===== src/rtl/if_stage_prefetch_pkg.sv =====
// -----------------------------------------------------------------------------
// if_stage_prefetch_pkg
// Shared definitions for the prefetching instruction-fetch stage:
//   - default address / instruction widths, FIFO depth, outstanding limit
//   - sequential PC increment and reset fetch address
//   - fetch_entry_t: one prefetched instruction with its reported PC
//   - cnt_width(): width of a counter that must hold 0..max_val inclusive
// -----------------------------------------------------------------------------
package if_stage_prefetch_pkg;

  localparam int AW_DEF      = 32;
  localparam int IW_DEF      = 32;
  localparam int DEPTH_DEF   = 4;
  localparam int MAX_OUT_DEF = 4;
  localparam int PC_INC_DEF  = 4;

  localparam logic [AW_DEF-1:0] RESET_PC_DEF = '0;

  // pc holds the fetch address + PC_INC, i.e. the value presented on out_pc.
  typedef struct packed {
    logic [AW_DEF-1:0] pc;
    logic [IW_DEF-1:0] instr;
  } fetch_entry_t;

  function automatic int cnt_width(input int max_val);
    return $clog2(max_val + 1);
  endfunction

endpackage


===== src/rtl/if_stage_prefetch_fetch_fifo.sv =====
// -----------------------------------------------------------------------------
// if_stage_prefetch_fetch_fifo
// DEPTH-entry first-word-fall-through FIFO holding {pc, instr} entries.
//   clk, rst    : clock, asynchronous active-high reset
//   flush       : drop all contents this cycle (wins over push and pop)
//   push, push_data : write one entry (accepted when not full, or when a pop
//                 frees a slot in the same cycle)
//   pop         : remove the head entry (ignored when empty)
//   head_data   : current head entry, valid whenever empty = 0
//   count       : number of stored entries
//   empty       : no entries stored
// Entries are reset to zero so the head reads as zero straight out of reset.
// -----------------------------------------------------------------------------
module if_stage_prefetch_fetch_fifo #(
  parameter  int DEPTH = 4,
  parameter  int W     = 64,
  localparam int PW    = $clog2(DEPTH),
  localparam int CW    = $clog2(DEPTH + 1)
) (
  input  logic          clk,
  input  logic          rst,
  input  logic          flush,
  input  logic          push,
  input  logic [W-1:0]  push_data,
  input  logic          pop,
  output logic [W-1:0]  head_data,
  output logic [CW-1:0] count,
  output logic          empty
);

  logic [W-1:0]  mem_view [DEPTH];
  logic [PW-1:0] wr_ptr_reg;
  logic [PW-1:0] rd_ptr_reg;
  logic [CW-1:0] count_reg;
  logic          full;
  logic          wr_en;
  logic          rd_en;

  assign full  = (count_reg == CW'(DEPTH));
  assign empty = (count_reg == '0);
  assign rd_en = pop & ~empty & ~flush;
  assign wr_en = push & ~flush & (~full | rd_en);

  assign head_data = mem_view[rd_ptr_reg];
  assign count     = count_reg;

  // One register per slot; each slot only loads when the write pointer
  // selects it.
  genvar gi;
  generate
    for (gi = 0; gi < DEPTH; gi++) begin : g_entry
      logic [W-1:0] entry_reg;

      always_ff @(posedge clk or posedge rst) begin
        if (rst) begin
          entry_reg <= '0;
        end else if (wr_en && (wr_ptr_reg == PW'(gi))) begin
          entry_reg <= push_data;
        end
      end

      assign mem_view[gi] = entry_reg;
    end
  endgenerate

  // DEPTH is a power of two, so the pointers wrap on their own.
  always_ff @(posedge clk or posedge rst) begin
    if (rst) begin
      wr_ptr_reg <= '0;
      rd_ptr_reg <= '0;
      count_reg  <= '0;
    end else if (flush) begin
      wr_ptr_reg <= '0;
      rd_ptr_reg <= '0;
      count_reg  <= '0;
    end else begin
      if (wr_en) begin
        wr_ptr_reg <= wr_ptr_reg + PW'(1);
      end
      if (rd_en) begin
        rd_ptr_reg <= rd_ptr_reg + PW'(1);
      end
      case ({wr_en, rd_en})
        2'b10:   count_reg <= count_reg + CW'(1);
        2'b01:   count_reg <= count_reg - CW'(1);
        default: ;
      endcase
    end
  end

endmodule


===== src/rtl/if_stage_prefetch.sv =====
// -----------------------------------------------------------------------------
// if_stage_prefetch
// Instruction fetch stage with a DEPTH-entry prefetch FIFO.
//   clk, rst                    : clock, asynchronous active-high reset
//   branch_taken, branch_addr   : redirect pulse from EXE and its target
//   imem_req_valid/ready/addr   : fetch request channel to instruction memory
//   imem_rsp_valid/data         : in-order response channel, no back-pressure
//   out_valid/ready             : handshake to ID (out_ready = 0 freezes ID)
//   out_pc                      : fetch address of head instruction + PC_INC
//   out_instr                   : head instruction
// Requests are only issued while a FIFO slot is guaranteed for the response
// (fifo_count + outstanding < DEPTH), so responses never need back-pressure.
// A redirect flushes the FIFO and records how many responses still in flight
// belong to the old stream; those are discarded as they arrive.
// -----------------------------------------------------------------------------
module if_stage_prefetch
  import if_stage_prefetch_pkg::*;
#(
  parameter int            AW       = AW_DEF,
  parameter int            IW       = IW_DEF,
  parameter int            DEPTH    = DEPTH_DEF,
  parameter int            MAX_OUT  = MAX_OUT_DEF,
  parameter int            PC_INC   = PC_INC_DEF,
  parameter logic [AW-1:0] RESET_PC = AW'(RESET_PC_DEF)
) (
  input  logic          clk,
  input  logic          rst,
  input  logic          branch_taken,
  input  logic [AW-1:0] branch_addr,
  output logic          imem_req_valid,
  input  logic          imem_req_ready,
  output logic [AW-1:0] imem_req_addr,
  input  logic          imem_rsp_valid,
  input  logic [IW-1:0] imem_rsp_data,
  output logic          out_valid,
  input  logic          out_ready,
  output logic [AW-1:0] out_pc,
  output logic [IW-1:0] out_instr
);

  localparam int OW = cnt_width(MAX_OUT);
  localparam int FW = cnt_width(DEPTH);
  localparam int SW = cnt_width(DEPTH + MAX_OUT);
  localparam int EW = AW + IW;

  logic [AW-1:0] fetch_pc_reg;
  logic [AW-1:0] rsp_pc_reg;
  logic [OW-1:0] outstanding_reg;
  logic [OW-1:0] outstanding_next;
  logic [OW-1:0] drop_cnt_reg;

  logic          credit_ok;
  logic          req_fire;
  logic          rsp_keep;
  logic          fifo_pop;
  logic [EW-1:0] fifo_push_data;
  logic [EW-1:0] fifo_head;
  logic [FW-1:0] fifo_count;
  logic          fifo_empty;

  // Credit: every issued request owns a FIFO slot until its response lands.
  assign credit_ok = ((SW'(fifo_count) + SW'(outstanding_reg)) < SW'(DEPTH)) &&
                     (outstanding_reg < OW'(MAX_OUT));

  assign imem_req_valid = credit_ok & ~rst;
  assign imem_req_addr  = fetch_pc_reg;
  assign req_fire       = imem_req_valid & imem_req_ready;

  assign outstanding_next = outstanding_reg + OW'(req_fire) - OW'(imem_rsp_valid);

  // A response is kept only if it belongs to the current stream and no
  // redirect is happening this cycle.
  assign rsp_keep = imem_rsp_valid & (drop_cnt_reg == '0) & ~branch_taken;

  // Store the already-incremented PC so out_pc is a plain register read.
  assign fifo_push_data = {rsp_pc_reg + AW'(PC_INC), imem_rsp_data};

  assign fifo_pop  = out_valid & out_ready;
  assign out_valid = ~fifo_empty;
  assign out_pc    = fifo_head[EW-1:IW];
  assign out_instr = fifo_head[IW-1:0];

  if_stage_prefetch_fetch_fifo #(
    .DEPTH (DEPTH),
    .W     (EW)
  ) u_fetch_fifo (
    .clk       (clk),
    .rst       (rst),
    .flush     (branch_taken),
    .push      (rsp_keep),
    .push_data (fifo_push_data),
    .pop       (fifo_pop),
    .head_data (fifo_head),
    .count     (fifo_count),
    .empty     (fifo_empty)
  );

  always_ff @(posedge clk or posedge rst) begin
    if (rst) begin
      fetch_pc_reg    <= RESET_PC;
      rsp_pc_reg      <= RESET_PC;
      outstanding_reg <= '0;
      drop_cnt_reg    <= '0;
    end else begin
      outstanding_reg <= outstanding_next;

      if (branch_taken) begin
        // Everything still in flight after this edge, including a request
        // firing now with the old PC, belongs to the abandoned stream.
        fetch_pc_reg <= branch_addr;
        rsp_pc_reg   <= branch_addr;
        drop_cnt_reg <= outstanding_next;
      end else begin
        if (req_fire) begin
          fetch_pc_reg <= fetch_pc_reg + AW'(PC_INC);
        end
        if (imem_rsp_valid) begin
          if (drop_cnt_reg != '0) begin
            drop_cnt_reg <= drop_cnt_reg - OW'(1);
          end else begin
            rsp_pc_reg <= rsp_pc_reg + AW'(PC_INC);
          end
        end
      end

      // Memory-side contract: no response without a request, and the credit
      // rule keeps a slot free for every kept response.
      if (imem_rsp_valid) begin
        assert (outstanding_reg != '0);
      end
      if (rsp_keep) begin
        assert (fifo_count < FW'(DEPTH));
      end
    end
  end

endmodule


===== config.mk =====
export PLATFORM = sky130hd
export DESIGN_NAME = if_stage_prefetch
export DESIGN_NICKNAME = d
export VERILOG_FILES = /design/src/rtl/if_stage_prefetch_pkg.sv /design/src/rtl/if_stage_prefetch_fetch_fifo.sv /design/src/rtl/if_stage_prefetch.sv
export SDC_FILE = /design/constraint.sdc
export NUM_CORES = 1
export LEC_CHECK = 0
export ABC_CLOCK_PERIOD_IN_PS = 14100
export CELL_PAD_IN_SITES_DETAIL_PLACEMENT = 1
export CELL_PAD_IN_SITES_GLOBAL_PLACEMENT = 2
export CORE_AREA = 2 2 204 206
export DETAILED_ROUTE_END_ITERATION = 7
export DIE_AREA = 0 0 206 208
export PLACE_DENSITY_LB_ADDON = 0.1
export SETUP_SLACK_MARGIN = 0.02
export SLEW_MARGIN = 20
export SYNTH_ARGS = -nofsm -noshare
export SYNTH_HDL_FRONTEND = slang
export SYNTH_SLANG_ARGS = --single-unit

===== constraint.sdc =====
create_clock -name clk -period 14.1 [get_ports clk]
set_clock_uncertainty 0.15 [all_clocks]
set_input_delay 3.525 -clock clk [delete_from_list [all_inputs] [get_ports clk]]
set_output_delay 3.525 -clock clk [all_outputs]
set_load 0.03 [all_outputs]

==> impl_metrics.json <==
{
  "ir_drop_v": 0.0000792,
  "cts_root_buf": "clkbuf_16",
  "worstPathMaxFanout": 7,
  "rsz0062_at_grt": "no",
  "grt_pass1_wl_um": 63400,
  "dp_hpwl_um": 24700,
  "synth_ff_type": "dfrtp_1",
  "gp_congestion": 0.737,
  "hold_viol": 0,
  "synth_xor_area_share_pct": 4.80,
  "layout.nets": 1500,
  "ys_warn_count": 0,
  "vias": 10300,
  "drc": 0,
  "synth_area_sq_um": 15700,
  "slew_viol_final": 0,
  "synth_top_family_by_area": "multiplexers",
  "worst_pin_slew_ns": 1.06,
  "period_share_pct": 65.2,
  "cts_tree": "yes",
  "slew-limit-headroom_pct": 28.9,
  "gr-usage-all-layers_pct": 18.8,
  "grt_antenna_before_repair": 0,
  "grt_pass1_vias": 11200,
  "postSynthCellCount": 1275,
  "die_w_um": 206,
  "hold_class": "register to register",
  "internal_power_w": 0.00226,
  "endpoint_kind": "output port",
  "antenna_cells": 0,
  "start_kind": "primary input",
  "fin_ws_ns": 4.91,
  "synth-seq-cells": 333,
  "whs_ns": 0.324,
  "area_delta_synth_final_pct": 21.9,
  "synth-compound-area-share_pct": 5.91,
  "rrSetupSlack_ns": 10.49,
  "totalWireLength_um": 39000,
  "utilization_pct": 47.2,
  "total_leakage_power_nw": 8.23,
  "start_util_pct": 38.7,
  "p_sw_w": 0.00107,
  "min_period_ns": 9.19,
  "swShare_pct": 32.1,
  "synthArstFlopShare_pct": 100,
  "cp.required_ns": 10.43,
  "mostFrequentLayoutCells": "dfrtp_1, mux2_2, clkdlybuf4s50_1",
  "antenna_left": 0,
  "port_buffers": 167,
  "crit_arrival_ns": 5.52,
  "die_area_sq_um": 42800,
  "cts.repair.resized": 0,
  "rows": 74,
  "syn-mean-instance-area_sq_um": 12.3,
  "p_clk_share_pct": 31.0,
  "htreeDepth": 2,
  "post_cts_buffers": 0,
  "synth-simple-area-share_pct": 10.7,
  "vias_per_cell": 5.19,
  "drv_cap": 0,
  "grt.overflow.total": 0,
  "synthMuxAreaShare_pct": 21.7,
  "drt-pass1-iter-count": 4,
  "final_common_cell": "dfrtp_1",
  "cts_buffer_depth": 3,
  "core_sq_um": 40600,
  "die_h_um": 208,
  "clock_latency_ns": 0.54,
  "drt_iter0_markers": 432,
  "synth_fa_ha_area_share_pct": 1.21,
  "max_freq_mhz": 109,
  "seq_area_frac_synth_pct": 53.1,
  "wl_per_cell_um": 19.7,
  "synth-edff-count": 0,
  "largest_register_ffs": 256,
  "setup_viol": 0,
  "p_per_area_nw_per_um2": 174,
  "cts.clk_slew.worst_paths_ns": 0.05,
  "cts_sinks": 333,
  "status": "finished clean",
  "finalSetupTns_ns": 0,
  "layout-drive-gt1-share_pct": 23.1,
  "synth_nets": 1359,
  "crit_type": "primary input to output port",
  "ios": 168,
  "pwr-share-seq_pct": 38.5,
  "hold_buffers": 0,
  "pwr-share-comb_pct": 30.5,
  "grt_max_degree": 133,
  "cts-buffers-inserted": 41,
  "synth_cell_types": 49,
  "dp_slack_ns": 4.91
}
[logic make-up after synthesis]
| group | Yosys count |
|---|---|
| adders and majority gates | 14 |
| AOI/OAI and AO/OA | 169 |
| and+or+nand+nor | 334 |
| xor gates and xnor gates | 86 |
| muxes | 239 |
| DFF | 333 |
| buffers and inverters | 100 |
[critical path: stages]
cell and delay, ns:
clkdlybuf4s50_1 0.51, nor3_1 0.27, nand2_1 0.30, nor3_1 0.21, clkdlybuf4s50_1 0.70
[per-stage QoR]
step	cell area, sq um	std cells	power (W)
final	19100	1975	0.00333
after detailed placement	17800	1905	0.00233
after global placement	17800	1905	0.00230
after floorplan	15700	1275	0.00194
after CTS	19100	1975	0.00339
after global routing	19100	1975	0.00351
[layout make-up]
type,count,area [sq um]
fillers,4238,21400
flip-flops and latches,333,8340
multi-input cells,842,6990
repair buffers,178,1750
clock buffers,62,1210
well taps,532,666
clock inverters,8,101
inverters,20,82.6
[synth_stat cells, types with 2 or more instances]
master	instances	area, sq um
nor4_4	4	85.1
buf_1	6	22.5
clkbuf_2	4	20.0
fa_1	2	40.0
a21boi_0	5	37.5
inv_1	19	71.3
nand3_2	2	20.0
nand2_1	163	612
and2_1	6	37.5
nor3_1	21	105
dfrtp_1	333	8330
or3_1	3	18.8
nand2b_1	7	43.8
o21ai_0	133	666
ha_1	12	150
o31a_1	7	61.3
mux2_2	174	1960
o31ai_1	2	15.0
nand3_1	36	180
a21oi_1	8	40.0
or2_2	3	18.8
mux4_2	64	1440
and3_1	15	93.8
o21a_1	3	22.5
a31oi_1	7	43.8
nand4_1	30	188
nor2_1	29	109
xnor2_1	44	385
buf_2	23	115
clkbuf_1	47	176
xor2_1	42	368
nor4_1	4	25.0
[path summary, 6_finish.rpt]
kind	start	endpoint	cells after the start
setup / recovery	rst	imem_req_valid	5
hold / removal	u_fetch_fifo.g_entry[1].entry_reg[52]	u_fetch_fifo.g_entry[1].entry_reg[52]	2
setup reg to reg	u_fetch_fifo.count[2]	drop_cnt_reg[2]	12
hold reg to reg	u_fetch_fifo.g_entry[1].entry_reg[52]	u_fetch_fifo.g_entry[1].entry_reg[52]	2
max in group asynchronous	rst	u_fetch_fifo.rd_ptr_reg[0]	3
min in group asynchronous	rst	imem_req_addr[8]	2
[layer usage]
layer	share of wire [%]	track usage, %
met1	47	25.7
met2	48	30.9
met4	1.9	5.32
met5	0	0
met3	3.6	2.76
[power groups by stage]
stage / Clock (W) / Combinational, W / Sequential (W)
after floorplan: 0 / 0.000677 / 0.00126
after global placement: 0 / 0.00102 / 0.00129
after detailed placement: 0 / 0.00103 / 0.00130
after CTS: 0.00107 / 0.00104 / 0.00128
after global routing: 0.00111 / 0.00110 / 0.00131
final: 0.00103 / 0.00102 / 0.00128
No activity file was read; power rests on OpenSTA's default activity.
